`config.mk`:
```
export PLATFORM = sky130hd
export DESIGN_NAME = router_1xn
export DESIGN_NICKNAME = d
export VERILOG_FILES = /design/src/rtl/router_1xn.sv
export SDC_FILE = /design/constraint.sdc
export NUM_CORES = 1
export LEC_CHECK = 0
export ABC_AREA = 1
export CAP_MARGIN = 20
export CORE_MARGIN = 3
export CORE_UTILIZATION = 32
export CTS_CLUSTER_DIAMETER = 40
export CTS_CLUSTER_SIZE = 8
export DETAILED_ROUTE_END_ITERATION = 12
export SLEW_MARGIN = 15
export SYNTH_ARGS = -nofsm -noshare
export SYNTH_HDL_FRONTEND = slang
export SYNTH_SLANG_ARGS = --single-unit
```
`constraint.sdc`:
```
create_clock -name clk -period 3 [get_ports clk]
set_input_delay 0.3 -clock clk [delete_from_list [all_inputs] [get_ports clk]]
set_output_delay 0.3 -clock clk [all_outputs]
set_load 0.02 [all_outputs]
```
`src/rtl/router_1xn.sv`:
```
// router_1xn: store-and-forward router, one serial input, NUM_PORTS lanes.
// Packets are buffered whole, checked, then replayed on the header's lane.
module router_1xn #(
    parameter int DATA_W    = 8,
    parameter int NUM_PORTS = 4,
    parameter int BUF_DEPTH = 64
) (
    input  logic                        clk,
    input  logic                        reset,
    input  logic [DATA_W-1:0]           dut_inp,
    input  logic                        inp_valid,
    output logic [NUM_PORTS*DATA_W-1:0] dut_outp,
    output logic [NUM_PORTS-1:0]        outp_valid,
    output logic                        busy,
    output logic                        error,
    input  logic                        wr,
    input  logic                        rd,
    input  logic [7:0]                  addr,
    input  logic [31:0]                 wdata,
    output logic [31:0]                 rdata
);
    localparam int PW = $clog2(NUM_PORTS);
    localparam int AW = $clog2(BUF_DEPTH);
    localparam int CW = $clog2(BUF_DEPTH + 1);

    typedef enum logic [2:0] {
        IDLE  = 3'd0,
        RECV  = 3'd1,
        CHECK = 3'd2,
        SEND  = 3'd3,
        DROP  = 3'd4
    } state_t;

    state_t            state;
    state_t            state_nxt;
    logic [DATA_W-1:0] mem [BUF_DEPTH];
    logic [CW-1:0]     cnt;
    logic [DATA_W-1:0] dest;
    logic [DATA_W-1:0] len;
    logic [31:0]       tot;
    logic [31:0]       tot_in;
    logic [31:0]       cnt_nx;
    logic              enable;
    logic [NUM_PORTS-1:0] port_mask;
    logic [31:0]       rx_pkt;
    logic [31:0]       drop_pkt;
    logic [DATA_W-1:0] out_byte;
    logic [PW-1:0]     out_sel;
    logic              out_vld;
    logic              dest_ok;
    logic              rx_inc;
    logic              drop_inc;
    logic              clr;
    logic              wr_en;
    logic [AW-1:0]     wr_addr;
    logic [31:0]       rd_mux;
    logic              unused_wdata;

    assign tot     = 32'(len) + 32'd2;
    assign tot_in  = 32'(dut_inp) + 32'd2;
    assign cnt_nx  = 32'(cnt) + 32'd1;
    assign dest_ok = (32'(dest) < 32'(NUM_PORTS)) && port_mask[dest[PW-1:0]];
    assign clr     = wr && (addr == 8'h00) && wdata[1];
    assign unused_wdata = ^wdata[31:NUM_PORTS];

    // State register.
    always_ff @(posedge clk or negedge reset) begin
        if (!reset) state <= IDLE;
        else        state <= state_nxt;
    end

    // Next state, busy/error and counter strobes.
    always_comb begin
        state_nxt = state;
        busy      = 1'b0;
        error     = 1'b0;
        rx_inc    = 1'b0;
        drop_inc  = 1'b0;
        unique case (state)
            IDLE: begin
                busy = !enable;
                if (inp_valid && enable) state_nxt = RECV;
            end
            RECV: begin
                if (!inp_valid) begin
                    state_nxt = DROP;
                end else if (cnt == CW'(1)) begin
                    if (tot_in > 32'(BUF_DEPTH)) state_nxt = DROP;
                    else if (tot_in == 32'd2)    state_nxt = CHECK;
                end else if (cnt_nx == tot) begin
                    state_nxt = CHECK;
                end
            end
            CHECK: begin
                busy      = 1'b1;
                state_nxt = dest_ok ? SEND : DROP;
            end
            SEND: begin
                busy = 1'b1;
                if (cnt_nx == tot) begin
                    state_nxt = IDLE;
                    rx_inc    = 1'b1;
                end
            end
            DROP: begin
                busy      = 1'b1;
                error     = 1'b1;
                drop_inc  = 1'b1;
                state_nxt = IDLE;
            end
            default: state_nxt = IDLE;
        endcase
        if (inp_valid && busy) error = 1'b1;
    end

    // Header capture and byte index for both receive and replay.
    always_ff @(posedge clk or negedge reset) begin
        if (!reset) begin
            cnt  <= '0;
            dest <= '0;
            len  <= '0;
        end else begin
            unique case (state)
                IDLE: begin
                    if (inp_valid && enable) begin
                        dest <= dut_inp;
                        cnt  <= CW'(1);
                    end
                end
                RECV: begin
                    if (inp_valid) begin
                        cnt <= cnt + CW'(1);
                        if (cnt == CW'(1)) len <= dut_inp;
                    end
                end
                CHECK:   cnt <= '0;
                SEND:    cnt <= cnt + CW'(1);
                default: cnt <= cnt;
            endcase
        end
    end

    assign wr_en   = inp_valid && ((state == IDLE && enable) || state == RECV);
    assign wr_addr = (state == IDLE) ? '0 : cnt[AW-1:0];

    // Packet buffer write; no reset needed on storage.
    always_ff @(posedge clk) begin
        if (wr_en) mem[wr_addr] <= dut_inp;
    end

    // Registered replay byte, one per SEND cycle.
    always_ff @(posedge clk or negedge reset) begin
        if (!reset) begin
            out_vld  <= 1'b0;
            out_byte <= '0;
            out_sel  <= '0;
        end else if (state == SEND) begin
            out_vld  <= 1'b1;
            out_byte <= mem[cnt[AW-1:0]];
            out_sel  <= dest[PW-1:0];
        end else begin
            out_vld  <= 1'b0;
            out_byte <= '0;
        end
    end

    // Fan the replay byte out to its lane; idle lanes stay zero.
    always_comb begin
        dut_outp   = '0;
        outp_valid = '0;
        for (int p = 0; p < NUM_PORTS; p++) begin
            if (out_vld && out_sel == PW'(p)) begin
                outp_valid[p]                  = 1'b1;
                dut_outp[p*DATA_W +: DATA_W]   = out_byte;
            end
        end
    end

    // Control registers.
    always_ff @(posedge clk or negedge reset) begin
        if (!reset) begin
            enable    <= 1'b1;
            port_mask <= '1;
        end else if (wr) begin
            if (addr == 8'h00) enable    <= wdata[0];
            if (addr == 8'h0C) port_mask <= wdata[NUM_PORTS-1:0];
        end
    end

    // Saturating packet counters; clear beats increment.
    always_ff @(posedge clk or negedge reset) begin
        if (!reset) begin
            rx_pkt   <= '0;
            drop_pkt <= '0;
        end else if (clr) begin
            rx_pkt   <= '0;
            drop_pkt <= '0;
        end else begin
            if (rx_inc && rx_pkt != '1)     rx_pkt   <= rx_pkt + 32'd1;
            if (drop_inc && drop_pkt != '1) drop_pkt <= drop_pkt + 32'd1;
        end
    end

    // Read decode.
    always_comb begin
        rd_mux = '0;
        unique case (1'b1)
            addr == 8'h00: rd_mux = {31'b0, enable};
            addr == 8'h04: rd_mux = rx_pkt;
            addr == 8'h08: rd_mux = drop_pkt;
            addr == 8'h0C: rd_mux = 32'(port_mask);
            addr == 8'h10: rd_mux = {28'b0, state, busy};
            default:       rd_mux = '0;
        endcase
    end

    // Registered read data; a coincident write keeps the old value.
    always_ff @(posedge clk or negedge reset) begin
        if (!reset)          rdata <= '0;
        else if (rd && !wr)  rdata <= rd_mux;
    end

endmodule

```
==> flow_summary_export.csv, run 1 <==
group,metric,value,unit
synthesis,synthTopCellsByArea,"edfxtp_1 (53%), dfrtp_1 (11%), nor2_1 (7.8%)",
critical_path,reg2reg_depth,9,
synthesis,synth_top_cell_by_area,"edfxtp_1",
clock_tree,cts_resized,0,
critical_path,reg2reg_slack,0.30,ns
power,p_leak,12.91,nW
die,ios,123,
place,place_congestion,0.8839,
route,vias,21689,
global_routing,gr-total-overflow,0,
route,drt_drc_violations_left,0,
critical_path,crit_buf_inv,3,
power,power_density,770.9,nW/um^2
timing,setup_violations,0,
outcome,status,"finished, final reports clean",
place,dp.cells,4138,
clock_tree,h-tree-depth,3,
synthesis,synth.cell_area,28950,sq um
layout,final_common_cell,"nor2_1",
route,wl_per_cell,18.66,um
global_routing,antenna_found_initial,3,
power,peakVddDrop,465.8,uV
worst_hold_path,whs_path_depth,1,
synthesis,synth_edf_count,512,
critical_path,crit_type,"reg -> reg",
timing,fin_worst_skew,0.04327,ns
synthesis,synth_top_family_by_area,"simple AND/OR/NAND/NOR gates",
critical_path,regToRegEndpoint,"mem[60][7]$_DFFE_PP_",
die,fp.coreArea,89060,sq um
timing,relSlewSlack,46.38,%
clock_tree,cts_sinks,650,
synthesis,ys_seq_elements,650,
critical_path,critPathCaptureType,"flop",
critical_path,crit_required,3.36,ns
die,die_w,306.8,um
timing,fmax,0.3698,GHz
critical_path,cp_slowest_stage_delay,0.42,ns
worst_hold_path,hold_path_startpoint,"dut_inp[0]",
clock_tree,clock_path_buffers,3,
layout,final_cell_mix,"nor2_1 (605), edfxtp_1 (512), nand2_1 (453), o21ai_0 (327), nand3_1 (195)",
layout,synthToLayoutAreaGrowth,21.35,%
timing,min_period,2.704,ns
route,dr.pass1.iters,5,
layout,drive_gt1_share,10.04,%
critical_path,arrival,3.07,ns
place,placement.io_buffers,94,
die,die_h,306.8,um
die,initial_core_util,32.50,%
synthesis,synth_cell_types,38,
route,ant_nets,0,
timing,setup_tns,0,ns
clock_tree,numCtsBuffers,101,
clock_tree,cts_tree,"built",
layout,nets,3136,
place,post-place-ws,0.3288,ns
worst_hold_path,min_to,"mem[10][0]$_DFFE_PP_",
timing,period_share,90.13,%
global_routing,grt_first_pass_wirelength,122900,um
die,fp-row-count,109,
synthesis,synth-simple-area-share,19.13,%
timing,drv_slew,0,
layout,instances_no_fill,4295,
clock_tree,post_cts_buffers,0,
worst_hold_path,min_path_type,"in -> reg",
global_routing,grt_max_degree,115,
synthesis,synthXorXnorAreaFrac,1.089,%
flow_run,cap_violations,0,
global_routing,grt_pass1_vias,20845,
critical_path,cp_slowest_cell,"dfrtp_1",
route,wirelength,80140,um
synthesis,synth_nets,2928,
synthesis,syn_inst,2869,
synthesis,async_flop_share,21.23,%
timing,worstMarginPinSlew,0.8042,ns
synthesis,synthAdderAreaFrac,0.2593,%
clock_tree,clkTransAtPathRegs,0.05,ns
synthesis,ys_seq_area_share,65.07,%
critical_path,r2r-start,"state[2]$_DFFE_PN0P_",
layout,post-route-util,39.44,%
clock_tree,holdBufCountCts,1,
synthesis,yosysWarnings,0,
synthesis,synth.area.mux_share,0.1167,%
timing,rsz0062_at_grt,"false",
power,totalPowerFinal,27.08,mW
synthesis,synth_compound_area_share,9.933,%
die,die_area,94100,sq um
clock_tree,insertion_delay,0.66,ns
timing,setup_ws,0.2960,ns
critical_path,path_cells,"inv_1 > nand2_1 > nor2_1 > nand2_1 > nand2_2 > nand4_1 > buf_4 > nor2_1 > buf_4",
synthesis,synth_flop_cell,"edfxtp_1",
critical_path,cpLargestDelayFamily,"simple AND/OR/NAND/NOR gates",
synthesis,yosysTopAreaCellShare,53.11,%
critical_path,start_kind,"flop",
critical_path,critPathMaxFanout,8,
clock_tree,ctsRootBufferMaster,"clkbuf_16",
timing,hold_violations,0,
synthesis,syn_avg_cell_area,10.09,sq um
route,viasPerCell,5.050,
global_routing,grt_usage,16.80,%
place,dp_hpwl,51070,um
route,drt_iter0_drc,1946,
[cells by family (layout without fill, tap and decap cells)]
family,count (synthesis),count (layout)
AND/OR/NAND/NOR,1354,1354
flip-flops,650,650
AO/OA/AOI/OAI,500,500
buffers and inverters,320,580
XOR/XNOR,36,36
adder cells (fa/ha/maj),6,6
multiplexers,3,3
other,0,1
[stage by stage]
step	area, sq um	hold slack [ns]
after floorplan	28950	0.004409
after global placement	32020	0.3764
after detailed placement	32020	0.3808
after CTS	35120	0.01676
after global routing	35120	0.03225
final	35130	0.06288
[state kept, by name, summed over array words and instances (netlist names)]
signal	count
mem	512
drop_pkt	32
rdata	32
rx_pkt	32
dest	8
len	8
out_byte	8
cnt	7
port_mask	4
state	3
out_sel	2
enable	1
out_vld	1
[routing by layer]
layer | global-route usage [%] | vias up | wire length (um)
met5 | 0 | - | 0
met4 | 5.613 | 0 | 2237
met3 | 2.562 | 151 | 5621
met2 | 26.80 | 743 | 36740
met1 | 23.51 | 10470 | 35540
li1 | - | 10325 | -
[synth_stat cells (2+ instances only)]
cell type / count
inv_1: 170
ha_1: 6
nor2_2: 4
nand4_1: 35
nor3_1: 43
nand2_2: 3
nor4_1: 5
o21ai_0: 327
dfstp_2: 5
inv_2: 5
a211oi_1: 2
xor2_1: 31
clkinv_1: 3
buf_4: 5
nor3b_1: 3
a31oi_1: 2
nand2_1: 454
buf_1: 14
a21oi_1: 18
xnor2_1: 5
buf_2: 44
dfrtp_1: 133
a22o_1: 3
mux2_2: 3
nand3b_1: 5
clkbuf_1: 78
nand3_1: 195
nor2_1: 605
edfxtp_1: 512
o22ai_1: 15
o211ai_1: 129
[area by class of cell]
class                           count  area, sq um
Clock buffer                      134         2754
Clock inverter                     21        341.6
Antenna cell                        1        2.502
Multi-Input combinational cell   1899         8838
Tap cell                         1165         1458
Timing Repair Buffer              247         2216
Fill cell                        8542        53930
Sequential cell                   650        18840
Inverter                          178        673.1
[power breakdown]
| part | switching, mW | total [mW] | internal (mW) | leakage [nW] |
|---|---|---|---|---|
| clock network | 3.97 | 10.8 | 6.78 | 1.48 |
| logic | 4.14 | 6.06 | 1.91 | 4.95 |
| registers | 0.263 | 10.3 | 10.0 | 6.47 |
| total | 8.38 | 27.1 | 18.7 | 12.9 |
[worst reg2reg max path: cells and delay by family (launching register included)]
kind / cells / cell delay [ns]
flops: 1 / 0.42
simple gates: 6 / 1.33
buf+inv: 3 / 0.64
[worst max-delay path by stage]
stage | startpoint | to | slack, ns | cells past startpoint
floorplan | state[0]$_DFFE_PN0P_ | mem[33][0]$_DFFE_PP_ | 0.53 | 7
global placement | inp_valid | mem[60][4]$_DFFE_PP_ | 0.32 | 9
detailed placement | inp_valid | mem[60][6]$_DFFE_PP_ | 0.33 | 9
CTS | out_sel[0]$_DFFE_PN0N_ | dut_outp[31] | 0.20 | 5
global route | out_sel[1]$_DFFE_PN0N_ | dut_outp[21] | 0.07 | 5
finish | state[2]$_DFFE_PN0P_ | mem[60][7]$_DFFE_PP_ | 0.30 | 9
No activity file was read; power rests on OpenSTA's default activity.
==> run 2, diff against run 1 <==
- DONT_BUFFER_PORTS: default -> 1
==> flow_summary_export.csv, run 2 (synthesis results as in run 1) <==
group,metric,value,unit
timing,min_period,2.817,ns
place,placement.io_buffers,0,
place,dp.cells,4025,
critical_path,critPathCaptureType,"output pin",
timing,setup_tns,0,ns
global_routing,grt_usage,16.95,%
global_routing,grt_max_degree,139,
layout,largest_reg_flops,512,
layout,fillCellCount,8554,
timing,period_share,93.90,%
timing,relSlewSlack,33.67,%
timing,rsz0062_at_grt,"false",
route,wl_per_cell,19.36,um
layout,antenna_cells,0,
outcome,status,"complete, but fails checks",
layout,largest-register,"mem",
route,ant_nets,0,
place,dp_hpwl,47840,um
clock_tree,holdBufCountCts,17,
place,place_congestion,0.9314,
critical_path,start_kind,"flop",
route,drt_iter0_drc,1960,
layout,multiInputGateArea,8843,sq um
layout,final_cell_mix,"nor2_1 (605), edfxtp_1 (512), nand2_1 (453), o21ai_0 (327), nand3_1 (195)",
critical_path,critPathMaxFanout,8,
clock_tree,ctsRootBufferMaster,"clkbuf_16",
power,power_density,776.3,nW/um^2
route,drt_drc_violations_left,0,
power,peakVddDrop,483.6,uV
clock_tree,numCtsBuffers,101,
timing,fin_worst_skew,0.04594,ns
die,die_w,306.8,um
layout,post-route-util,38.47,%
critical_path,arrival,2.52,ns
layout,seq_area,18840,sq um
layout,nets,3039,
route,viasPerCell,5.108,
clock_tree,cts_sinks,650,
timing,hold-worst-slack,-0.6489,ns
critical_path,crit_type,"reg -> out",
die,fp.coreArea,89060,sq um
timing,setup_violations,0,
worst_hold_path,min_path_type,"in -> async",
critical_path,crit_required,2.70,ns
place,post-place-ws,0.4394,ns
layout,drive_gt1_share,9.673,%
clock_tree,cts_tree,"built",
clock_tree,clock_path_buffers,3,
power,p_leak,12.58,nW
timing,drv_slew,0,
route,wirelength,81180,um
clock_tree,clkTransAtPathRegs,0.05,ns
global_routing,grt_pass1_vias,20608,
timing,hold_violations,138,
timing,worstMarginPinSlew,0.9938,ns
clock_tree,insertion_delay,0.66,ns
global_routing,grt_first_pass_wirelength,123500,um
global_routing,antenna_found_initial,1,
route,dr.pass1.iters,6,
die,initial_core_util,32.50,%
die,die_h,306.8,um
layout,instances_no_fill,4194,
timing,fmax,0.3550,GHz
layout,synthToLayoutAreaGrowth,18.37,%
die,ios,123,
flow_run,cap_violations,0,
die,fp-row-count,109,
clock_tree,h-tree-depth,3,
die,die_area,94100,sq um
route,vias,21424,
global_routing,gr-total-overflow,0,
layout,final_common_cell,"nor2_1",
timing,setup_ws,0.1831,ns
outcome,violations,"hold timing",
-- run 2: cell types whose count changed in the layout (fill, tap and decap cells not counted), moves of 6 or more --
cell	delta
buf_4	-16
buf_16	+8
buf_2	-8
dlygate4sd3_1	+8
clkinv_2	+6
clkdlybuf4s50_1	-85
-- run 2: stage by stage --
stage	instance area, sq um	power (mW)	hold WS (ns)
3_5_place_dp	30940	16.06	0.009542
3_3_place_gp	30940	16.00	0.009588
6_report	34260	26.60	-0.6489
5_1_grt	34260	27.89	-0.6845
2_1_floorplan	28950	14.10	0.004409
4_1_cts	34260	26.78	-0.6832
-- run 2: worst paths after layout --
path | start | to | slack [ns] | cells after the start
max in group asynchronous | reset | enable$_DFFE_PN1P_ | 3.38 | 0
worst max-delay path | out_sel[0]$_DFFE_PN0N_ | dut_outp[14] | 0.18 | 4
worst min-delay path | reset | out_sel[0]$_DFFE_PN0N_ | -0.65 | 0
min in group clk | dut_inp[7] | mem[49][7]$_DFFE_PP_ | 0.04 | 1
worst min register to register | dest[6]$_DFFE_PN0P_ | dest[6]$_DFFE_PN0P_ | 0.48 | 2
worst max register to register | state[2]$_DFFE_PN0P_ | mem[21][0]$_DFFE_PP_ | 0.32 | 9
-- run 2: per-layer routing --
metal,track usage [%],share of wire (%),vias up,routed length [um]
li1,-,-,10137,-
met1,23.09,44,10502,35780
met2,27.47,47,648,38300
met3,3.010,6.1,137,4912
met4,5.546,2.7,0,2185
met5,0,0,-,0
-- run 2: layout make-up --
cell class / instances / area share (%)
flip-flops and latches: 650 / 54.99
multi-input cells: 1899 / 25.81
clock buffers: 128 / 7.793
well taps: 1165 / 4.254
repair buffers: 150 / 4.185
inverters: 178 / 1.965
clock inverters: 24 / 1.001
-- run 2: critical path, cell delays in order (launching register included) --
cell and delay, ns:
dfrtp_1 0.37, inv_1 0.08, nor3_1 0.59, inv_1 0.41, nor2_1 0.41
-- run 2: report_power, final --
group	leakage [nW]	switching, mW	total [mW]	internal, mW
Combinational	4.64	4.03	5.83	1.80
Sequential	6.47	0.270	10.3	10.0
Clock	1.46	3.95	10.5	6.54
Total	12.6	8.25	26.6	18.3
-- run 2: what timing repair did --
| item | CTS | global route |
|---|---|---|
| gates resized for setup | 0 | 1 |
| setup buffers | 0 | 0 |
| endpoints found under the setup margin | 0 | 2 |
| hold endpoints to repair | 673 | 138 |
